## config.mk

```make
export PLATFORM = sky130hd
export DESIGN_NAME = idelay_fine_pipe_multi
export DESIGN_NICKNAME = d
export VERILOG_FILES = /design/src/rtl/idelay_fine_pipe_multi.sv
export SDC_FILE = /design/constraint.sdc
export NUM_CORES = 1
export LEC_CHECK = 0
export CORE_ASPECT_RATIO = 0.7
export CORE_MARGIN = 4
export CORE_UTILIZATION = 55
export CTS_CLUSTER_SIZE = 14
export DETAILED_ROUTE_END_ITERATION = 10
export PLACE_DENSITY = 0.75
export SYNTH_ARGS = -nofsm -noshare
export SYNTH_HDL_FRONTEND = slang
export SYNTH_SLANG_ARGS = --single-unit
```

## constraint.sdc

```tcl
create_clock -name clk -period 2 [get_ports clk]
set_input_delay 0.4 -clock clk [delete_from_list [all_inputs] [get_ports clk]]
set_output_delay 0.4 -clock clk [all_outputs]
set_load 0.005 [all_outputs]
```

## src/rtl/idelay_fine_pipe_multi.sv

```systemverilog
// Multi-lane fine-delay controller: per-lane/broadcast pre-load, then a shared immediate or
// one-fine-unit-per-step apply sequence driving IDELAYE2_FINEDELAY-style lanes.

// Behavioural stand-in for one IDELAYE2_FINEDELAY lane (VAR_LOAD_PIPE, FINEDELAY=ADD_DLY).
module idelay_fine_lane #(
   parameter logic [7:0] INIT = 8'h00
) (
   input  logic       clk,
   input  logic       regrst,
   input  logic       ldpipeen,
   input  logic       ld,
   input  logic [4:0] cntvaluein,
   input  logic [2:0] ifdly,
   input  logic       idatain,
   output logic       dataout,
   output logic [7:0] dlyout
);
   logic [4:0] pipe_q;
   logic [4:0] cnt_q;
   logic [2:0] fine_q;

   // pipeline register, tap counter and fine-delay register
   always_ff @(posedge clk) begin
      if (regrst) begin
         pipe_q <= INIT[7:3];
         cnt_q  <= INIT[7:3];
         fine_q <= INIT[2:0];
      end else begin
         if (ldpipeen) begin
            pipe_q <= cntvaluein;
         end
         if (ld) begin
            cnt_q  <= pipe_q;
            fine_q <= ifdly;
         end
      end
   end

   // the analogue tap delay itself is not modelled
   assign dataout = idatain;
   assign dlyout  = {cnt_q, fine_q};
endmodule

module idelay_fine_pipe_multi #(
   parameter int         NUM_CHN               = 8,
   parameter int         CHN_BITS              = 3,
   parameter             IODELAY_GRP           = "IODELAY_MEMORY",
   parameter logic [7:0] DELAY_VALUE           = 8'h00,
   parameter real        REFCLK_FREQUENCY      = 200.0,
   parameter             HIGH_PERFORMANCE_MODE = "FALSE",
   parameter int         SETTLE_CYCLES         = 4
) (
   input  logic                clk,
   input  logic                rst,
   input  logic                ld,
   input  logic [CHN_BITS-1:0] sel,
   input  logic                bcast,
   input  logic [7:0]          delay,
   input  logic                set,
   input  logic                step_mode,
   output logic                busy,
   output logic                fine_err,
   input  logic [NUM_CHN-1:0]  data_in,
   output logic [NUM_CHN-1:0]  data_out
);
   typedef enum logic [1:0] {
      S_IDLE  = 2'd0,
      S_PIPE  = 2'd1,
      S_APPLY = 2'd2,
      S_WAIT  = 2'd3
   } state_t;

   localparam logic [2:0] FINE_MAX    = 3'd4;
   localparam logic [7:0] RST_DLY     = {DELAY_VALUE[7:3],
                                         (DELAY_VALUE[2:0] > FINE_MAX) ? FINE_MAX : DELAY_VALUE[2:0]};
   localparam logic [7:0] SETTLE_LAST = 8'(SETTLE_CYCLES - 1);

   if (NUM_CHN < 1 || NUM_CHN > 32 || (2 ** CHN_BITS) < NUM_CHN ||
       SETTLE_CYCLES < 1 || SETTLE_CYCLES > 255 || DELAY_VALUE[2:0] > FINE_MAX ||
       REFCLK_FREQUENCY < 190.0 || REFCLK_FREQUENCY > 310.0 || IODELAY_GRP == "" ||
       (HIGH_PERFORMANCE_MODE != "TRUE" && HIGH_PERFORMANCE_MODE != "FALSE")) begin : g_bad_cfg
      $error("idelay_fine_pipe_multi: invalid parameter set");
   end

   function automatic logic [7:0] clamp_fine(input logic [7:0] d);
      return {d[7:3], (d[2:0] > FINE_MAX) ? FINE_MAX : d[2:0]};
   endfunction

   // {coarse,fine} with fine in 0..4 orders correctly as a plain 8-bit number
   function automatic logic [7:0] step_toward(input logic [7:0] cur, input logic [7:0] tgt);
      logic [4:0] c;
      logic [2:0] f;
      c = cur[7:3];
      f = cur[2:0];
      if (cur < tgt) begin
         if (f == FINE_MAX) begin
            c = c + 5'd1;
            f = 3'd0;
         end else begin
            f = f + 3'd1;
         end
      end else if (cur > tgt) begin
         if (f == 3'd0) begin
            c = c - 5'd1;
            f = FINE_MAX;
         end else begin
            f = f - 3'd1;
         end
      end else begin
         c = cur[7:3];
      end
      return {c, f};
   endfunction

   state_t     state_q, state_d;
   logic [7:0] pre_q [NUM_CHN];
   logic [7:0] pre_d [NUM_CHN];
   logic [7:0] tgt_q [NUM_CHN];
   logic [7:0] tgt_d [NUM_CHN];
   logic [7:0] nxt_q [NUM_CHN];
   logic [7:0] nxt_d [NUM_CHN];
   logic [7:0] nxt_s [NUM_CHN];
   logic [7:0] cur_s [NUM_CHN];
   logic       all_eq_s;
   logic       mode_q, mode_d;
   logic [7:0] wait_q, wait_d;
   logic       ldpipeen_q, ldpipeen_d;
   logic       ld_q, ld_d;
   logic       busy_q, busy_d;
   logic       fine_err_q, fine_err_d;

   // candidate next delay per lane, and whether the last computed step reaches every target
   always_comb begin
      all_eq_s = 1'b1;
      for (int i = 0; i < NUM_CHN; i++) begin
         nxt_s[i] = mode_q ? step_toward(cur_s[i], tgt_q[i]) : tgt_q[i];
         all_eq_s = all_eq_s & (nxt_q[i] == tgt_q[i]);
      end
   end

   // pre-load handling and apply sequencer next state
   always_comb begin
      state_d    = state_q;
      tgt_d      = tgt_q;
      nxt_d      = nxt_q;
      mode_d     = mode_q;
      wait_d     = wait_q;
      fine_err_d = fine_err_q | (ld & (delay[2:0] > FINE_MAX));
      for (int i = 0; i < NUM_CHN; i++) begin
         if (ld && (bcast || (int'(sel) == i))) begin
            pre_d[i] = clamp_fine(delay);
         end else begin
            pre_d[i] = pre_q[i];
         end
      end
      case (state_q)
         S_IDLE: begin
            if (set && !busy_q) begin
               tgt_d   = pre_q;
               mode_d  = step_mode;
               state_d = S_PIPE;
            end else begin
               state_d = S_IDLE;
            end
         end
         S_PIPE: begin
            nxt_d   = nxt_s;
            state_d = S_APPLY;
         end
         S_APPLY: begin
            if (mode_q && !all_eq_s) begin
               wait_d  = SETTLE_LAST;
               state_d = S_WAIT;
            end else begin
               state_d = S_IDLE;
            end
         end
         S_WAIT: begin
            if (wait_q == 8'd0) begin
               state_d = S_PIPE;
            end else begin
               wait_d = wait_q - 8'd1;
            end
         end
         default: begin
            state_d = S_IDLE;
         end
      endcase
      // lane strobes are registered, so they trail the sequencer state by one cycle
      ldpipeen_d = (state_q == S_PIPE);
      ld_d       = (state_q == S_APPLY);
      busy_d     = (state_d != S_IDLE) | ld_d;
   end

   // control state registers
   always_ff @(posedge clk) begin
      if (rst) begin
         state_q    <= S_IDLE;
         mode_q     <= 1'b0;
         wait_q     <= 8'd0;
         ldpipeen_q <= 1'b0;
         ld_q       <= 1'b0;
         busy_q     <= 1'b0;
         fine_err_q <= 1'b0;
         for (int i = 0; i < NUM_CHN; i++) begin
            pre_q[i] <= RST_DLY;
            tgt_q[i] <= RST_DLY;
            nxt_q[i] <= RST_DLY;
         end
      end else begin
         state_q    <= state_d;
         mode_q     <= mode_d;
         wait_q     <= wait_d;
         ldpipeen_q <= ldpipeen_d;
         ld_q       <= ld_d;
         busy_q     <= busy_d;
         fine_err_q <= fine_err_d;
         pre_q      <= pre_d;
         tgt_q      <= tgt_d;
         nxt_q      <= nxt_d;
      end
   end

   for (genvar g = 0; g < NUM_CHN; g++) begin : g_lane
      idelay_fine_lane #(
         .INIT (RST_DLY)
      ) u_lane (
         .clk        (clk),
         .regrst     (rst),
         .ldpipeen   (ldpipeen_q),
         .ld         (ld_q),
         .cntvaluein (nxt_q[g][7:3]),
         .ifdly      (nxt_q[g][2:0]),
         .idatain    (data_in[g]),
         .dataout    (data_out[g]),
         .dlyout     (cur_s[g])
      );
   end

   assign busy     = busy_q;
   assign fine_err = fine_err_q;
endmodule
```

==> impl_metrics.csv <==
group,metric,value,unit
layout,design_area,0.0226,mm²
synth,syn-num-nets,2049,
place,port_buffers,18,
sta,skew,0.0200,ns
hold_path,hold_class,"input port to flop",
layout,area_delta_synth_final,38.6,%
layout,seq_area,0.00634,mm²
worst_setup_path,cp_data_required_time,2.44,ns
synth,muxShareOfSynthArea,11.3,%
synth,synth_ff_type,"dfxtp_1",
global_route,antenna_found_initial,0,
outcome,outcome,"complete, but fails checks",
synth,synth_edf_count,0,
sta,max_freq,435,MHz
synth,synth_top_family_by_area,"simple AND/OR/NAND/NOR gates",
detailed_routing,wire_per_inst,22.3,µm
floorplan,die_w,214,µm
sta,report.final.slew_viol_count,0,
synth,synth_xor_area_share,5.43,%
floorplan,die-height,152,µm
worst_setup_path,reg2reg_slack,-0.30,ns
detailed_routing,via_count,16300,
synth,syn-cell-area,0.0163,mm²
run,drv_cap,0,
pwr,p_per_area,681,mW/mm²
layout,nFillCells,1674,
detailed_routing,viasPerCell,6.23,
place,routabilityCongestion,0.904,
synth,synth.distinct_cells,67,
layout,n_antenna_cell,0,
global_route,grt_pass1_vias,15500,
synth,seq_area_frac_synth,38.2,%
place,dp_hpwl,33200,µm
synth,synth_compound_area_share,13.6,%
sta,grt_setup_unrepaired,"yes",
synth,syn-instance-count,1910,
worst_setup_path,cp_max_fo,6,
detailed_routing,drc_errors,0,
cts,clkTransAtPathRegs,0.06,ns
outcome,violations,"setup timing",
global_route,gr-usage-all-layers,31.3,%
cts,clkSinkCount,311,
global_route,overflow,0,
synth,ys_seq_elements,311,
global_route,grt_max_degree,76,
synth,synth.most_common_cell,"dfxtp_1",
sta,setup_viol,68,
sta,slew_headroom,52.7,%
cts,cts_tree,"done",
sta,worst_slew_pin_slew,0.707,ns
layout,final_net_count,2356,
sta,finalCriticalPeriod,2.30,ns
worst_setup_path,critical_path_class,"flop to flop",
cts,cts_root_buffer,"clkbuf_16",
synth,yosys.area.top_type,"dfxtp_1",
synth,yosys-top-cells-area,"dfxtp_1 38%, mux2i_1 11%, ha_1 8.8%",
synth,synth_common_cells,"311 x dfxtp_1, 240 x nor2_1, 182 x nand2_1, 180 x mux2i_1, 136 x a21oi_1",
synth,async_flop_share,0,%
layout,multi_input_area,0.0111,mm²
floorplan,start_util,56.2,%
floorplan,ioPinCount,35,
layout,layout-drive-gt1-share,34.9,%
cts,cts.htree.levels,1,
floorplan,coreArea,0.0290,mm²
floorplan,die_area,0.0325,mm²
pwr,leakage,9.19,nW
pwr,report.power.total,0.0154,W
worst_setup_path,crit_path_start_kind,"flop",
synth,yosys.area_share.simple,17.3,%
sta,setup_slack,-0.299,ns
global_route,grt_pass1_wl,82800,µm
cts,clockBufferDepth,3,
synth,syn_avg_cell_area,8.53,µm²
synth,synthAdderAreaFrac,8.75,%
place,placed_cell_area,0.0190,mm²
cts,clk-insertion-delay-late,0.59,ns
detailed_routing,antenna_left,0,
detailed_routing,drt-total-wl,58300,µm
synth,yosysWarningCount,0,
sta,final-hold-violation-count,0,
cts,numCtsBuffers,30,
floorplan,num_rows,52,
detailed_routing,drtIter0Drc,2110,
worst_setup_path,end_kind,"flop",
pwr,ir_drop,675,µV
synth,yosysTopAreaCellShare,38.2,%
sta,fin_crit_sh,115,%
worst_setup_path,arrival,2.74,ns
detailed_routing,drt-pass1-iter-count,6,
## cell usage in the layout (no fill, tap or decap), types with 19 or more instances in the layout
cell type	instances
inv_2	24
o21ai_1	19
o21ai_0	36
nand4_1	26
nand2_1	170
inv_1	80
nor3_1	50
mux2i_1	178
a21oi_1	110
buf_6	44
nor2_1	224
buf_4	312
dfxtp_2	64
nand3_1	21
clkbuf_16	31
dfxtp_1	238
ha_4	40
ha_1	64
xor2_1	78
## worst paths after layout
path,cells after the start,from,end
max,9,tgt_q[25]$_SDFFE_PP0P_,nxt_q[30]$_SDFFE_PP0P_
min,2,rst,pre_q[7]$_SDFFE_PP0P_
max reg2reg,9,tgt_q[25]$_SDFFE_PP0P_,nxt_q[30]$_SDFFE_PP0P_
min reg2reg,2,pre_q[5]$_SDFFE_PP0P_,tgt_q[5]$_SDFFE_PP0P_
## kinds of logic after synthesis
group / count (synthesis)
simple gates: 628
compound gates: 348
flops: 311
buf+inv: 224
mux: 184
fa+ha+maj: 114
xor+xnor: 101
## routing by layer
metal	vias up	wire length, µm	global-route usage, %
li1	7288	-	-
met1	7789	23200	43.4
met2	976	26500	49.3
met3	248	5720	5.79
met4	0	2880	10.5
met5	-	0	0
## per-stage QoR
| stage | util (%) | hold slack [ns] | cells | setup TNS (ns) | worst slack, ns |
|---|---|---|---|---|---|
| finish | 77.9 | 0.151 | 2618 | -10.58 | -0.299 |
| global route | 77.9 | 0.163 | 2618 | -15.49 | -0.352 |
| CTS | 73.9 | 0.143 | 2583 | -3.79 | -0.180 |
| detailed placement | 65.5 | 0.440 | 2479 | -14.81 | -0.548 |
| global placement | 65.5 | 0.428 | 2479 | -9.56 | -0.469 |
| floorplan | - | 0.424 | 1910 | -0.126 | -0.0486 |
## critical path, stage by stage (launching register included)
cell and delay, ns:
dfxtp_2 0.35, inv_2 0.06, ha_4 0.25, nor2b_4 0.12, o211ai_1 0.34, a21o_4 0.26, and3_1 0.19, a21oi_2 0.04
xor2_1 0.15, a2111oi_1 0.41
## area by class of cell
cell class	instances	share of cell area (%)
clock buffer	40	3.80
clock inverter	15	0.482
inverter	108	1.84
multi-input combinational	1377	49.0
sequential	311	28.1
tap	378	2.09
timing repair buffer	389	14.7
## state kept, by name, summed over array words and instances (netlist names), 2 cells and up
register and flops:
nxt_q 64, pre_q 64, tgt_q 64, g_lane.u_lane.cnt_q 40, g_lane.u_lane.pipe_q 40, g_lane.u_lane.fine_q 24
wait_q 8, state_q 2
## power by group
part	leakage (nW)	switching, W	internal, W
combinational	6.15	0.00172	0.00141
clock	0.484	0.00263	0.00314
sequential	2.56	0.000128	0.00634
total	9.19	0.00448	0.0109
## repair_timing
item | 4_1_cts | 5_1_grt
pin swaps | 148 | 121
hold buffers | 0 | 0
gates cloned | 2 | 0
endpoints found under the setup margin | 73 | 74
resized for setup | 251 | 193
setup buffers | 50 | 38
endpoints found under the hold margin | 0 | 0
Power figures use the tool's default switching activity.
